===== config.mk =====
export PLATFORM = sky130hd
export DESIGN_NAME = conv_mac_engine
export DESIGN_NICKNAME = d
export VERILOG_FILES = /design/src/rtl/conv_mac_engine.sv
export SDC_FILE = /design/constraint.sdc
export NUM_CORES = 2
export LEC_CHECK = 0
export ABC_AREA = 1
export CORE_UTILIZATION = 45
export CTS_CLUSTER_SIZE = 8
export DETAILED_ROUTE_END_ITERATION = 7
export PLACE_DENSITY = 0.74
export SYNTH_ARGS = -nofsm -noshare
export SYNTH_HDL_FRONTEND = slang
export SYNTH_SLANG_ARGS = --single-unit
export TNS_END_PERCENT = 100

===== constraint.sdc =====
create_clock -name clk -period 14.3 [get_ports clk]
set_clock_uncertainty 0.15 [all_clocks]
set_input_delay 2.145 -clock clk [delete_from_list [all_inputs] [get_ports clk]]
set_output_delay 2.145 -clock clk [all_outputs]
set_load 0.02 [all_outputs]

===== src/rtl/conv_mac_engine.sv =====
// Multi-channel convolution MAC: streams SIZE taps per window across CH channels, adds a shared
// bias, then emits raw accumulators plus requantised, saturated, optionally ReLU-clipped activations.
module conv_mac_engine #(
   parameter int unsigned CH    = 3,
   parameter int unsigned DW    = 16,
   parameter int unsigned FRAC  = 8,
   parameter int unsigned ACC_W = 32,
   parameter int unsigned SZ_W  = 7
) (
   input  logic                clk,
   input  logic                rst,
   input  logic                en,
   input  logic [SZ_W-1:0]     size,
   input  logic                relu_en,
   input  logic                clear,
   input  logic                in_valid,
   output logic                in_ready,
   input  logic [CH*DW-1:0]    d_in,
   input  logic [CH*DW-1:0]    weight,
   input  logic [DW-1:0]       bias,
   output logic                out_valid,
   input  logic                out_ready,
   output logic [CH*ACC_W-1:0] acc_out,
   output logic [CH*DW-1:0]    act_out,
   output logic                busy
);

   typedef enum logic [1:0] {StIdle, StAcc, StBias, StOut} state_e;

   localparam logic signed [ACC_W-1:0] ActMax = {{(ACC_W-DW+1){1'b0}}, {(DW-1){1'b1}}};
   localparam logic signed [ACC_W-1:0] ActMin = {{(ACC_W-DW+1){1'b1}}, {(DW-1){1'b0}}};

   state_e                  state_q, state_d;
   logic [SZ_W-1:0]         cnt_q, cnt_d;
   logic [SZ_W-1:0]         size_q, size_d;
   logic                    relu_q, relu_d;
   logic                    in_ready_q, out_valid_q, busy_q;
   logic signed [ACC_W-1:0] acc_q [CH];
   logic signed [ACC_W-1:0] acc_d [CH];
   logic [DW-1:0]           act_q [CH];
   logic [DW-1:0]           act_d [CH];
   logic signed [ACC_W-1:0] prod_ext [CH];
   logic signed [ACC_W-1:0] bias_sh;

   // Truncating shift back to Q(FRAC), clamp to the DW-bit signed range, then optional ReLU.
   function automatic logic [DW-1:0] requant(input logic signed [ACC_W-1:0] a,
                                             input logic relu);
      logic signed [ACC_W-1:0] t;
      logic [DW-1:0]           r;
      t = a >>> FRAC;
      if (t > ActMax) r = ActMax[DW-1:0];
      else if (t < ActMin) r = ActMin[DW-1:0];
      else r = t[DW-1:0];
      if (relu && r[DW-1]) r = '0;
      return r;
   endfunction

   assign bias_sh = ACC_W'($signed(bias)) <<< FRAC;

   for (genvar c = 0; c < CH; c++) begin : g_chan
      logic signed [2*DW-1:0] prod;
      assign prod = (2*DW)'($signed(d_in[c*DW +: DW])) * (2*DW)'($signed(weight[c*DW +: DW]));
      assign prod_ext[c] = ACC_W'(prod);
      assign acc_out[c*ACC_W +: ACC_W] = acc_q[c];
      assign act_out[c*DW +: DW]       = act_q[c];
   end

   always_comb begin
      state_d = state_q;
      cnt_d   = cnt_q;
      size_d  = size_q;
      relu_d  = relu_q;
      acc_d   = acc_q;
      act_d   = act_q;
      if (clear) begin
         state_d = StIdle;
      end else begin
         unique case (state_q)
            StIdle: begin
               if (en) begin
                  size_d  = size;
                  relu_d  = relu_en;
                  cnt_d   = '0;
                  for (int c = 0; c < CH; c++) acc_d[c] = '0;
                  state_d = (size == '0) ? StBias : StAcc;
               end
            end
            StAcc: begin
               if (in_valid) begin
                  for (int c = 0; c < CH; c++) acc_d[c] = acc_q[c] + prod_ext[c];
                  cnt_d = cnt_q + 1'b1;
                  if (cnt_d == size_q) state_d = StBias;
               end
            end
            StBias: begin
               for (int c = 0; c < CH; c++) begin
                  acc_d[c] = acc_q[c] + bias_sh;
                  act_d[c] = requant(acc_d[c], relu_q);
               end
               state_d = StOut;
            end
            StOut: begin
               if (out_ready) state_d = StIdle;
            end
            default: state_d = StIdle;
         endcase
      end
   end

   // Handshake/status flags are registered from the next state so no output is combinational.
   always_ff @(posedge clk or negedge rst) begin
      if (!rst) begin
         state_q     <= StIdle;
         cnt_q       <= '0;
         size_q      <= '0;
         relu_q      <= 1'b0;
         in_ready_q  <= 1'b0;
         out_valid_q <= 1'b0;
         busy_q      <= 1'b0;
         for (int c = 0; c < CH; c++) begin
            acc_q[c] <= '0;
            act_q[c] <= '0;
         end
      end else begin
         state_q     <= state_d;
         cnt_q       <= cnt_d;
         size_q      <= size_d;
         relu_q      <= relu_d;
         in_ready_q  <= (state_d == StAcc);
         out_valid_q <= (state_d == StOut);
         busy_q      <= (state_d != StIdle);
         for (int c = 0; c < CH; c++) begin
            acc_q[c] <= acc_d[c];
            act_q[c] <= act_d[c];
         end
      end
   end

   assign in_ready  = in_ready_q;
   assign out_valid = out_valid_q;
   assign busy      = busy_q;

endmodule

==> flow_summary.ini <==
[global_routing]
grt_pass1_wl_microns = 214000
grt_pass1_vias = 40401
antenna_found_initial = 0
grt_usage = 0.263
grt_max_degree = 102
grt.overflow.total = 0

[place]
post-dp-hpwl_microns = 113000
port-buffer-count = 272
place.gp.congestion = 0.984

[yosys]
synth_top_area_share = 0.378
seq_area_frac_synth = 0.0881
synth_edf_count = 0
syn_avg_cell_area_sq_um = 7.50
synth_ff_type = dfrtp_1
yosysTopAreaCell = fa_1
post_synth_num_cell_types = 49
syn_area_sq_mm = 0.0466
synthCells = 6213
ys_top_cells_by_area = fa_1, nand2_1, inv_1, ha_1, dfrtp_1
async_flop_share = 1.00
syn_nets = 7586
yosys_warnings = 0
yosys_register_bits = 164

[detailed_routing]
drc_errors = 0
drt_pass1_iterations = 6
wire_per_inst_microns = 17.3
antenna_left = 0
initialDrtViolationCount = 2958
num_vias = 39231
via_per_inst = 5.11
routed_wl_microns = 133000

[worst_setup_path]
reg2reg_depth = 23
endpoint = acc_out[87]
r2r_slack_ps = 8440
critical_path_arrival_ps = 9460
rr_startpoint = acc_out[47]
cp-start-kind = input port
critPathLaunch = weight[33]
cp_max_fo = 16
path_class = in2reg
worst_ep_required_time_ps = 14520
critPathCaptureType = register
timing.rr.end = acc_out[58]

[cts]
post_cts_buffers = 0
cts_buffers = 17
clockBufferDepth = 2
path_clk_slew_ps = 80
cts.sinks = 164
cts_tree = done
clock_latency_ps = 480
ctsResizeCount = 0
holdBufCountCts = 0
root_buffer = clkbuf_16
htreeDepth = 4

[timing]
rsz0062_at_grt = false
slew-limit-headroom = 0.298
drv_slew = 0
fmax_ghz = 0.108
tightest_slew_ps = 1040
setup_viol = 0
setup-tns-final_ps = 0
hold_viol = 0
period_minus_slack_ps = 9240
min_period_over_period = 0.646

[floorplan]
die_w_microns = 324
initial_core_util = 0.456
rows = 117
fp.dieH_microns = 324
core_sq_mm = 0.102
ios = 273
die_area_sq_mm = 0.105

[worst_hold_path]
holdCritPathClass = reg2reg

[finish]
final_nets = 7664
layout_common_cells = nand2_1, inv_1, fa_1
syn2layout_area_growth_pct = 9.11
antennaDiodeCount = 0
drive_gt1_frac = 0.0195
final_common_cell = nand2_1
fin_util = 0.497

[job]
cap_violations = 0

[status]
status = completed
-- final cells by class --
cell class	instances	area, sq um
Timing Repair Buffer	288	2850
Clock inverter	15	140
Sequential cell	164	4100
Multi-Input combinational cell	4095	35100
Clock buffer	17	425
Inverter	1725	6480
Tap cell	1368	1710
Fill cell	9981	51400
-- flip-flops by register name (all words and copies together) (netlist names) --
register	flops
act_out	48
relu_q	1
out_valid	1
busy	1
cnt_q	7
in_ready	1
acc_out	96
state_q	2
size_q	7
-- synthesized netlist by cell type, types with 2 or more instances --
| master | count |
|---|---|
| o22ai_1 | 17 |
| nor2_4 | 3 |
| clkinv_1 | 2 |
| a21oi_1 | 195 |
| a21o_1 | 29 |
| clkbuf_1 | 203 |
| o21bai_1 | 18 |
| nand3_1 | 156 |
| or2_2 | 15 |
| nor4_1 | 8 |
| xor2_1 | 61 |
| a211oi_1 | 8 |
| nor2_2 | 13 |
| o211ai_1 | 3 |
| nand4_1 | 63 |
| mux2_2 | 7 |
| nand3_2 | 4 |
| nand2_2 | 12 |
| o21ai_0 | 194 |
| nor2_1 | 191 |
| a22o_1 | 20 |
| xnor2_1 | 61 |
| and2_1 | 3 |
| ha_1 | 368 |
| a21boi_0 | 5 |
| nand3b_1 | 7 |
| o21ai_1 | 2 |
| buf_2 | 8 |
| nand2_1 | 1715 |
| fa_1 | 879 |
| inv_2 | 9 |
| buf_6 | 3 |
| buf_1 | 12 |
| buf_4 | 3 |
| o211a_1 | 2 |
| a31oi_1 | 11 |
| nor3_1 | 15 |
| dfrtp_1 | 164 |
| inv_1 | 1714 |
-- through the flow --
stage	hold WS [ps]	instances	instance area, sq um	setup slack, ps
2_1_floorplan	345	6213	46600	6570
3_3_place_gp	312	7640	50300	4980
3_5_place_dp	316	7640	50300	4850
4_1_cts	335	7672	50800	5360
5_1_grt	361	7672	50800	4910
6_report	331	7672	50800	5060
-- cells by family after synthesis --
family | count (synthesis) | share of synthesized area
compound gates | 509 | 0.0610
xor+xnor | 123 | 0.0233
fa+ha+maj | 1247 | 0.477
buf+inv | 1954 | 0.158
flops | 164 | 0.0881
mux | 7 | 0.00169
simple gates | 2209 | 0.191
-- routing by layer --
metal	global-route usage	part of all wire	vias to the layer above
met2	0.425	0.46	1466
met3	0.0476	0.085	259
li1	-	-	18246
met1	0.355	0.42	19260
met5	0	0	-
met4	0.0863	0.033	0
-- worst min path at each step --
| stage | from | end | depth (start not counted) |
|---|---|---|---|
| floorplan | size_q[4] | size_q[4] | 1 |
| global placement | act_out[46] | act_out[46] | 2 |
| detailed placement | act_out[42] | act_out[42] | 2 |
| CTS | act_out[42] | act_out[42] | 2 |
| global route | act_out[42] | act_out[42] | 2 |
| finish | act_out[42] | act_out[42] | 2 |
-- worst max-delay path, stage by stage --
cell and delay (ps):
clkdlybuf4s50_1 780, nand2_1 340, inv_1 90, fa_1 740, inv_1 110, fa_1 540
inv_1 310, fa_1 510, fa_1 510, fa_1 500, inv_1 50, fa_1 470
inv_1 40, ha_1 350, nand2_1 140, nor4_1 870, nand4_1 200, nand3_1 280
a21oi_1 100, o21ai_0 130, a21oi_1 100, a21o_1 160
Power is left out: the tool's default activity adds up to more than one toggle a clock period on the data nets, which glitch-free logic cannot reach.
